--- src/rtl/fir_sched_pkg.sv ---
// Shared types and widths for the FIR job scheduler.
//   COEF_W / DATA_W : widths of the coefficient count and sample count of a job
//   LVL_W           : width of the queue occupancy count (holds 0..16)
//   CNT_W           : width of the completed-job counter
//   state_t         : scheduler FSM states
//   job_t           : one queued job {ile_wsp, ile_probek}
package fir_sched_pkg;

  localparam int COEF_W = 6;
  localparam int DATA_W = 14;
  localparam int LVL_W  = 5;
  localparam int CNT_W  = 8;

  typedef enum logic [2:0] {
    IDLE     = 3'd0,
    LAUNCH   = 3'd1,
    WAIT_ACK = 3'd2,
    RUN      = 3'd3,
    FINISH   = 3'd4
  } state_t;

  typedef struct packed {
    logic [COEF_W-1:0] ile_wsp;
    logic [DATA_W-1:0] ile_probek;
  } job_t;

endpackage

--- src/rtl/fir_job_fifo.sv ---
// Synchronous job FIFO for the FIR scheduler.
// Ports:
//   clk, rst      : clock, asynchronous active-high reset (control state only)
//   push, din     : write one job when not full and not flushing
//   pop, dout     : dout always shows the head entry; pop advances it
//   flush         : empties the queue this cycle, overriding push and pop
//   level         : number of stored jobs
//   full, empty   : derived from the registered level
module fir_job_fifo
  import fir_sched_pkg::*;
#(
  parameter int DEPTH = 4
) (
  input  logic             clk,
  input  logic             rst,
  input  logic             push,
  input  logic             pop,
  input  logic             flush,
  input  job_t             din,
  output job_t             dout,
  output logic [LVL_W-1:0] level,
  output logic             full,
  output logic             empty
);

  localparam int AW = $clog2(DEPTH);

  job_t             mem [DEPTH];
  logic [AW-1:0]    wr_ptr_q, wr_ptr_d;
  logic [AW-1:0]    rd_ptr_q, rd_ptr_d;
  logic [LVL_W-1:0] level_q, level_d;
  logic             do_push, do_pop;

  assign full    = (level_q == LVL_W'(DEPTH));
  assign empty   = (level_q == '0);
  assign do_push = push && !full && !flush;
  assign do_pop  = pop && !empty && !flush;
  assign dout    = mem[rd_ptr_q];
  assign level   = level_q;

  always_comb begin
    wr_ptr_d = wr_ptr_q;
    rd_ptr_d = rd_ptr_q;
    level_d  = level_q;
    if (flush) begin
      wr_ptr_d = '0;
      rd_ptr_d = '0;
      level_d  = '0;
    end else begin
      if (do_push) wr_ptr_d = wr_ptr_q + AW'(1);
      if (do_pop)  rd_ptr_d = rd_ptr_q + AW'(1);
      if (do_push && !do_pop)      level_d = level_q + LVL_W'(1);
      else if (!do_push && do_pop) level_d = level_q - LVL_W'(1);
    end
  end

  always_ff @(posedge clk or posedge rst) begin
    if (rst) begin
      wr_ptr_q <= '0;
      rd_ptr_q <= '0;
      level_q  <= '0;
    end else begin
      wr_ptr_q <= wr_ptr_d;
      rd_ptr_q <= rd_ptr_d;
      level_q  <= level_d;
    end
  end

  always_ff @(posedge clk) begin
    if (do_push) mem[wr_ptr_q] <= din;
  end

endmodule

--- src/rtl/fir_job_scheduler.sv ---
// FIR job scheduler: queues host jobs and launches them one at a time on a
// FIR core, tracking completions and error conditions.
// Ports:
//   clk, rst                          : clock, asynchronous active-high reset
//   job_valid/job_ready, job_ile_*    : host job offer handshake
//   flush                             : drop all queued (not running) jobs
//   clr_err                           : clear sticky error flags
//   f_start, f_ile_*, f_pracuje,
//   f_done, f_abort                   : FIR core control
//   busy, queue_level, jobs_done_cnt  : status
//   irq_done                          : one pulse per completed job
//   err_bad_job, err_timeout          : sticky error flags
// Optional feature macro FIR_SCHED_TIMEOUT_EN: adds a watchdog over the
// WAIT_ACK+RUN time that aborts the job after TIMEOUT_CYC cycles. Without it
// f_abort and err_timeout are constant 0.
module fir_job_scheduler
  import fir_sched_pkg::*;
#(
  parameter int DEPTH       = 4,
  parameter int TIMEOUT_CYC = 65535
) (
  input  logic              clk,
  input  logic              rst,
  input  logic              job_valid,
  output logic              job_ready,
  input  logic [COEF_W-1:0] job_ile_wsp,
  input  logic [DATA_W-1:0] job_ile_probek,
  input  logic              flush,
  input  logic              clr_err,
  output logic              f_start,
  output logic [COEF_W-1:0] f_ile_wsp,
  output logic [DATA_W-1:0] f_ile_probek,
  input  logic              f_pracuje,
  input  logic              f_done,
  output logic              f_abort,
  output logic              busy,
  output logic [LVL_W-1:0]  queue_level,
  output logic [CNT_W-1:0]  jobs_done_cnt,
  output logic              irq_done,
  output logic              err_bad_job,
  output logic              err_timeout
);

  function automatic logic [CNT_W-1:0] sat_inc(input logic [CNT_W-1:0] v);
    return (v == {CNT_W{1'b1}}) ? v : v + CNT_W'(1);
  endfunction

  state_t            state_q, state_d;
  logic [COEF_W-1:0] wsp_q, wsp_d;
  logic [DATA_W-1:0] probek_q, probek_d;
  logic [CNT_W-1:0]  cnt_q, cnt_d;
  logic              err_bad_q, err_bad_d;
  logic              accept, bad_job, fifo_push, fifo_pop;
  logic              fifo_full, fifo_empty;
  job_t              fifo_din, fifo_head;
  logic              abort;

  // Ready is gated by reset so nothing is offered while the block is held.
  assign job_ready = !fifo_full && !flush && !rst;
  assign accept    = job_valid && job_ready;
  assign bad_job   = accept && ((job_ile_wsp == '0) || (job_ile_probek == '0));
  assign fifo_push = accept && !bad_job;
  assign fifo_din  = '{ile_wsp: job_ile_wsp, ile_probek: job_ile_probek};

  fir_job_fifo #(.DEPTH(DEPTH)) u_fifo (
    .clk   (clk),
    .rst   (rst),
    .push  (fifo_push),
    .pop   (fifo_pop),
    .flush (flush),
    .din   (fifo_din),
    .dout  (fifo_head),
    .level (queue_level),
    .full  (fifo_full),
    .empty (fifo_empty)
  );

`ifdef FIR_SCHED_TIMEOUT_EN
  localparam int WD_W = $clog2(TIMEOUT_CYC + 1);
  logic [WD_W-1:0] wd_q, wd_d;
  logic            err_to_q, err_to_d;
`endif

  always_comb begin
    state_d  = state_q;
    wsp_d    = wsp_q;
    probek_d = probek_q;
    cnt_d    = cnt_q;
    fifo_pop = 1'b0;
    f_start  = 1'b0;
    irq_done = 1'b0;
    abort    = 1'b0;
    case (state_q)
      IDLE: begin
        // A flush in the same cycle discards the head too.
        if (!fifo_empty && !flush) begin
          fifo_pop = 1'b1;
          wsp_d    = fifo_head.ile_wsp;
          probek_d = fifo_head.ile_probek;
          state_d  = LAUNCH;
        end
      end
      LAUNCH: begin
        f_start = 1'b1;
        state_d = WAIT_ACK;
      end
      WAIT_ACK: begin
        if (f_done)         state_d = FINISH;
        else if (f_pracuje) state_d = RUN;
      end
      RUN: begin
        if (f_done) state_d = FINISH;
      end
      FINISH: begin
        irq_done = 1'b1;
        cnt_d    = sat_inc(cnt_q);
        state_d  = IDLE;
      end
      default: state_d = IDLE;
    endcase
`ifdef FIR_SCHED_TIMEOUT_EN
    wd_d = wd_q;
    // f_done in the last watchdog cycle still completes the job normally.
    if (state_q == LAUNCH) begin
      wd_d = '0;
    end else if ((state_q == WAIT_ACK || state_q == RUN) && !f_done) begin
      if (wd_q == WD_W'(TIMEOUT_CYC - 1)) begin
        abort   = 1'b1;
        state_d = IDLE;
      end else begin
        wd_d = wd_q + WD_W'(1);
      end
    end
    err_to_d = abort || (err_to_q && !clr_err);
`endif
    err_bad_d = bad_job || (err_bad_q && !clr_err);
  end

  always_ff @(posedge clk or posedge rst) begin
    if (rst) begin
      state_q   <= IDLE;
      wsp_q     <= '0;
      probek_q  <= '0;
      cnt_q     <= '0;
      err_bad_q <= 1'b0;
`ifdef FIR_SCHED_TIMEOUT_EN
      wd_q      <= '0;
      err_to_q  <= 1'b0;
`endif
    end else begin
      state_q   <= state_d;
      wsp_q     <= wsp_d;
      probek_q  <= probek_d;
      cnt_q     <= cnt_d;
      err_bad_q <= err_bad_d;
`ifdef FIR_SCHED_TIMEOUT_EN
      wd_q      <= wd_d;
      err_to_q  <= err_to_d;
`endif
    end
  end

  assign f_ile_wsp     = wsp_q;
  assign f_ile_probek  = probek_q;
  assign busy          = (state_q != IDLE);
  assign jobs_done_cnt = cnt_q;
  assign err_bad_job   = err_bad_q;
`ifdef FIR_SCHED_TIMEOUT_EN
  assign f_abort       = abort;
  assign err_timeout   = err_to_q;
`else
  assign f_abort       = 1'b0;
  assign err_timeout   = 1'b0;
`endif

endmodule

--- config.mk ---
export PLATFORM = sky130hd
export DESIGN_NAME = fir_job_scheduler
export DESIGN_NICKNAME = d
export VERILOG_FILES = /design/src/rtl/fir_sched_pkg.sv /design/src/rtl/fir_job_fifo.sv /design/src/rtl/fir_job_scheduler.sv
export SDC_FILE = /design/constraint.sdc
export NUM_CORES = 1
export LEC_CHECK = 0
export BUFFER_PORTS_ARGS = -buffer_cell sky130_fd_sc_hd__buf_2
export CORE_AREA = 2 2 122 124
export DETAILED_ROUTE_END_ITERATION = 16
export DIE_AREA = 0 0 124 126
export MAX_ROUTING_LAYER = met4
export PLACE_DENSITY = 0.5
export SYNTH_ARGS = -nofsm -noshare
export SYNTH_HDL_FRONTEND = slang
export SYNTH_SLANG_ARGS = --single-unit
export TNS_END_PERCENT = 1
--- constraint.sdc ---
create_clock -name clk -period 4.4 [get_ports clk]
set_input_delay 1.32 -clock clk [delete_from_list [all_inputs] [get_ports clk]]
set_output_delay 1.32 -clock clk [all_outputs]
set_load 0.05 [all_outputs]
==> flow_metrics.env <==
export IMPL_outcome="complete, no violations"
export IMPL_r2r_end="u_fifo.level[4]"
export IMPL_fin_tns_setup_ns=0
export IMPL_clockBufferDepth=2
export IMPL_synth_seq_cells=121
export IMPL_max_freq_mhz=256.5
export IMPL_clock_sinks=121
export IMPL_drt_pass1_iter_count=4
export IMPL_portBuffers=64
export IMPL_hold_viol_final=0
export IMPL_std_cell_rows=44
export IMPL_seq_area_frac_synth_pct=69.42
export IMPL_final_core_utilization_pct=42.60
export IMPL_final_nets=403
export IMPL_gp_congestion=0.7389
export IMPL_drive_gt1_share_pct=40.63
export IMPL_worst_ep_arrival_time_ns=4.21
export IMPL_synthArstFlopShare_pct=33.88
export IMPL_wl_mm=9.834
export IMPL_diodes=0
export IMPL_start_util_pct=34.50
export IMPL_clk_pin_slew_ns=0.05
export IMPL_drc=0
export IMPL_grt_first_pass_wirelength_mm=15.66
export IMPL_tightest_slew_ns=1.076
export IMPL_r2r_start="u_fifo.level[0]"
export IMPL_nFillCells=1323
export IMPL_leakagePower_nw=2.349
export IMPL_setup_viol=0
export IMPL_rsz0062_at_grt="false"
export IMPL_cap_violations=0
export IMPL_vias_per_cell=4.806
export IMPL_r2r_slack_ns=0.84
export IMPL_report_power_total_w=0.004156
export IMPL_synth_cells=282
export IMPL_synth_top_flop_cell="edfxtp_1"
export IMPL_grt_usage_pct=14.26
export IMPL_htree_levels=4
export IMPL_grt_max_degree=42
export IMPL_fin_skew_ns=0.01137
export IMPL_pin_count=67
export IMPL_post_route_min_period_ns=3.899
export IMPL_multiInputGateArea_sq_mm=0.001456
export IMPL_syn_area_per_cell_sq_um=17.51
export IMPL_synth_edf_count=80
export IMPL_die_width_um=124
export IMPL_power_density_mw_per_mm2=681.6
export IMPL_hold_buffers=0
export IMPL_cp_required_ns=4.71
export IMPL_fin_crit_sh_pct=88.60
export IMPL_relSlewSlack_pct=28.24
export IMPL_antenna_found_initial=0
export IMPL_critPathCaptureType="register"
export IMPL_netlist_area_sq_mm=0.004938
export IMPL_post_cts_setup_buffers=0
export IMPL_worstHoldPathType="reg -> reg"
export IMPL_cts_root_buffer="clkbuf_16"
export IMPL_cts_tree="built"
export IMPL_rr_worst_depth=10
export IMPL_fp_dieArea_sq_mm=0.01562
export IMPL_die_h_um=126
export IMPL_cts_resized=0
export IMPL_core_area_sq_mm=0.01431
export IMPL_vias=2706
export IMPL_yosys_cell_types_count=42
export IMPL_cp_max_fo=10
export IMPL_critical_path_class="in -> reg"
export IMPL_start_kind="primary input"
export IMPL_startpoint="job_valid"
export IMPL_synth_warnings=0
export IMPL_area_growth_pct=23.49
export IMPL_grt_pass1_vias=2898
export IMPL_max_vdd_ir_drop_v=0.0003662
export IMPL_drt_first_iter_violations=249
export IMPL_clk_latency_ns=0.41
export IMPL_wire_per_inst_um=17.47
export IMPL_cts_made_buffers=17
export IMPL_dp_hpwl_mm=6.369
export IMPL_drv_slew=0
export IMPL_globalRoute_totalOverflow=0
export IMPL_seq_area_sq_mm=0.003428
export IMPL_critPathCapture="u_fifo.level[4]"
export IMPL_ant_nets=0
cell type report:
class	instances	share of cell area, %
flip-flops and latches	121	56.22
multi-input cells	146	23.88
clock buffers	22	7.776
repair buffers	73	6.360
well taps	184	3.775
clock inverters	10	1.559
inverters	7	0.4309
critical path, stage by stage:
cell	delay [ns]
buf_2	0.09
inv_1	0.03
a2111o_1	0.48
nor3_2	0.53
nand2_1	0.30
fa_1	0.49
a21o_1	0.20
a21oi_1	0.27
a21boi_0	0.22
mux2i_1	0.09
o221ai_1	0.20
layer usage:
| layer | GRT usage, % | vias up | wire length (um) |
|---|---|---|---|
| met3 | 4.665 | 10 | 404 |
| met1 | 17.57 | 1376 | 4434 |
| li1 | - | 1260 | - |
| met5 | - | - | 0 |
| met4 | 4.957 | 0 | 125 |
| met2 | 22.07 | 60 | 4871 |
cells in the final DEF (no fill, tap or decap), drive strengths merged, types with 2 or more instances in the layout:
cell | synthesis | layout
nor4 | 5 | 5
nand2 | 14 | 14
dfrtp | 41 | 41
nand4 | 2 | 2
inv | 7 | 8
mux4 | 20 | 20
nand3 | 4 | 4
o21ai | 8 | 8
nor3b | 3 | 3
a21o | 2 | 2
a21oi | 4 | 4
clkinvlp | 0 | 2
and2 | 6 | 6
o31ai | 3 | 3
nor3 | 3 | 3
edfxtp | 80 | 80
conb | 1 | 2
xnor2 | 4 | 4
mux2 | 22 | 22
a211oi | 2 | 2
clkbuf | 5 | 22
ha | 9 | 9
clkinv | 0 | 6
nor2 | 12 | 12
mux2i | 2 | 2
buf | 4 | 73
or2 | 2 | 2
xor2 | 7 | 7
logic make-up after synthesis:
group                    count (synthesis)  synth area share, %
adder cells (fa/ha/maj)                 10                2.686
flip-flops                             121                69.42
AO/OA/AOI/OAI                           26                4.206
AND/OR/NAND/NOR                         53                5.625
buffers and inverters                   16                1.419
XOR/XNOR                                11                1.951
multiplexers                            44                14.62
other                                    1              0.07593
registers in the layout, summed over array words and instances, names as in the netlist:
name and flops:
err_bad_job 1, u_fifo.mem 80, f_ile_probek 14, u_fifo.rd_ptr_q 2
u_fifo.level 5, f_ile_wsp 6, u_fifo.wr_ptr_q 2, jobs_done_cnt 8
state_q 3
metrics by stage:
step	cells	hold slack, ns	cell area (sq um)	setup slack, ns
final	563	0.4941	6098	0.5014
after CTS	563	0.4938	6098	0.5403
after detailed placement	531	0.4832	5529	0.1232
after global routing	563	0.5148	6098	0.2988
after floorplan	283	0.4858	4942	0.3777
after global placement	531	0.4762	5529	0.2564
cell usage after synthesis (all sizes together) (5+ instances only):
master | number | share of area [%]
o21ai | 8 | 0.81
xor2 | 7 | 1.2
nor2 | 12 | 0.91
dfrtp | 41 | 21
mux2 | 22 | 5.1
and2 | 6 | 0.76
inv | 7 | 0.53
nor4 | 5 | 0.76
mux4 | 20 | 9.1
nand2 | 14 | 1.1
ha | 9 | 2.3
clkbuf | 5 | 0.38
edfxtp | 80 | 49
worst min-delay path by stage:
stage                           from               end  cells past startpoint
global route        f_ile_probek[10]  f_ile_probek[10]                      1
detailed placement  jobs_done_cnt[7]  jobs_done_cnt[7]                      1
finish              jobs_done_cnt[7]  jobs_done_cnt[7]                      1
CTS                 jobs_done_cnt[7]  jobs_done_cnt[7]                      1
floorplan                 state_q[2]        state_q[2]                      1
global placement    jobs_done_cnt[7]  jobs_done_cnt[7]                      1
power by group:
group          switching [W]  internal [W]
Sequential          0.000152       0.00138
Combinational       0.000856      0.000453
Clock               0.000491      0.000822
Total                0.00150       0.00266
Power figures use the tool's default switching activity.
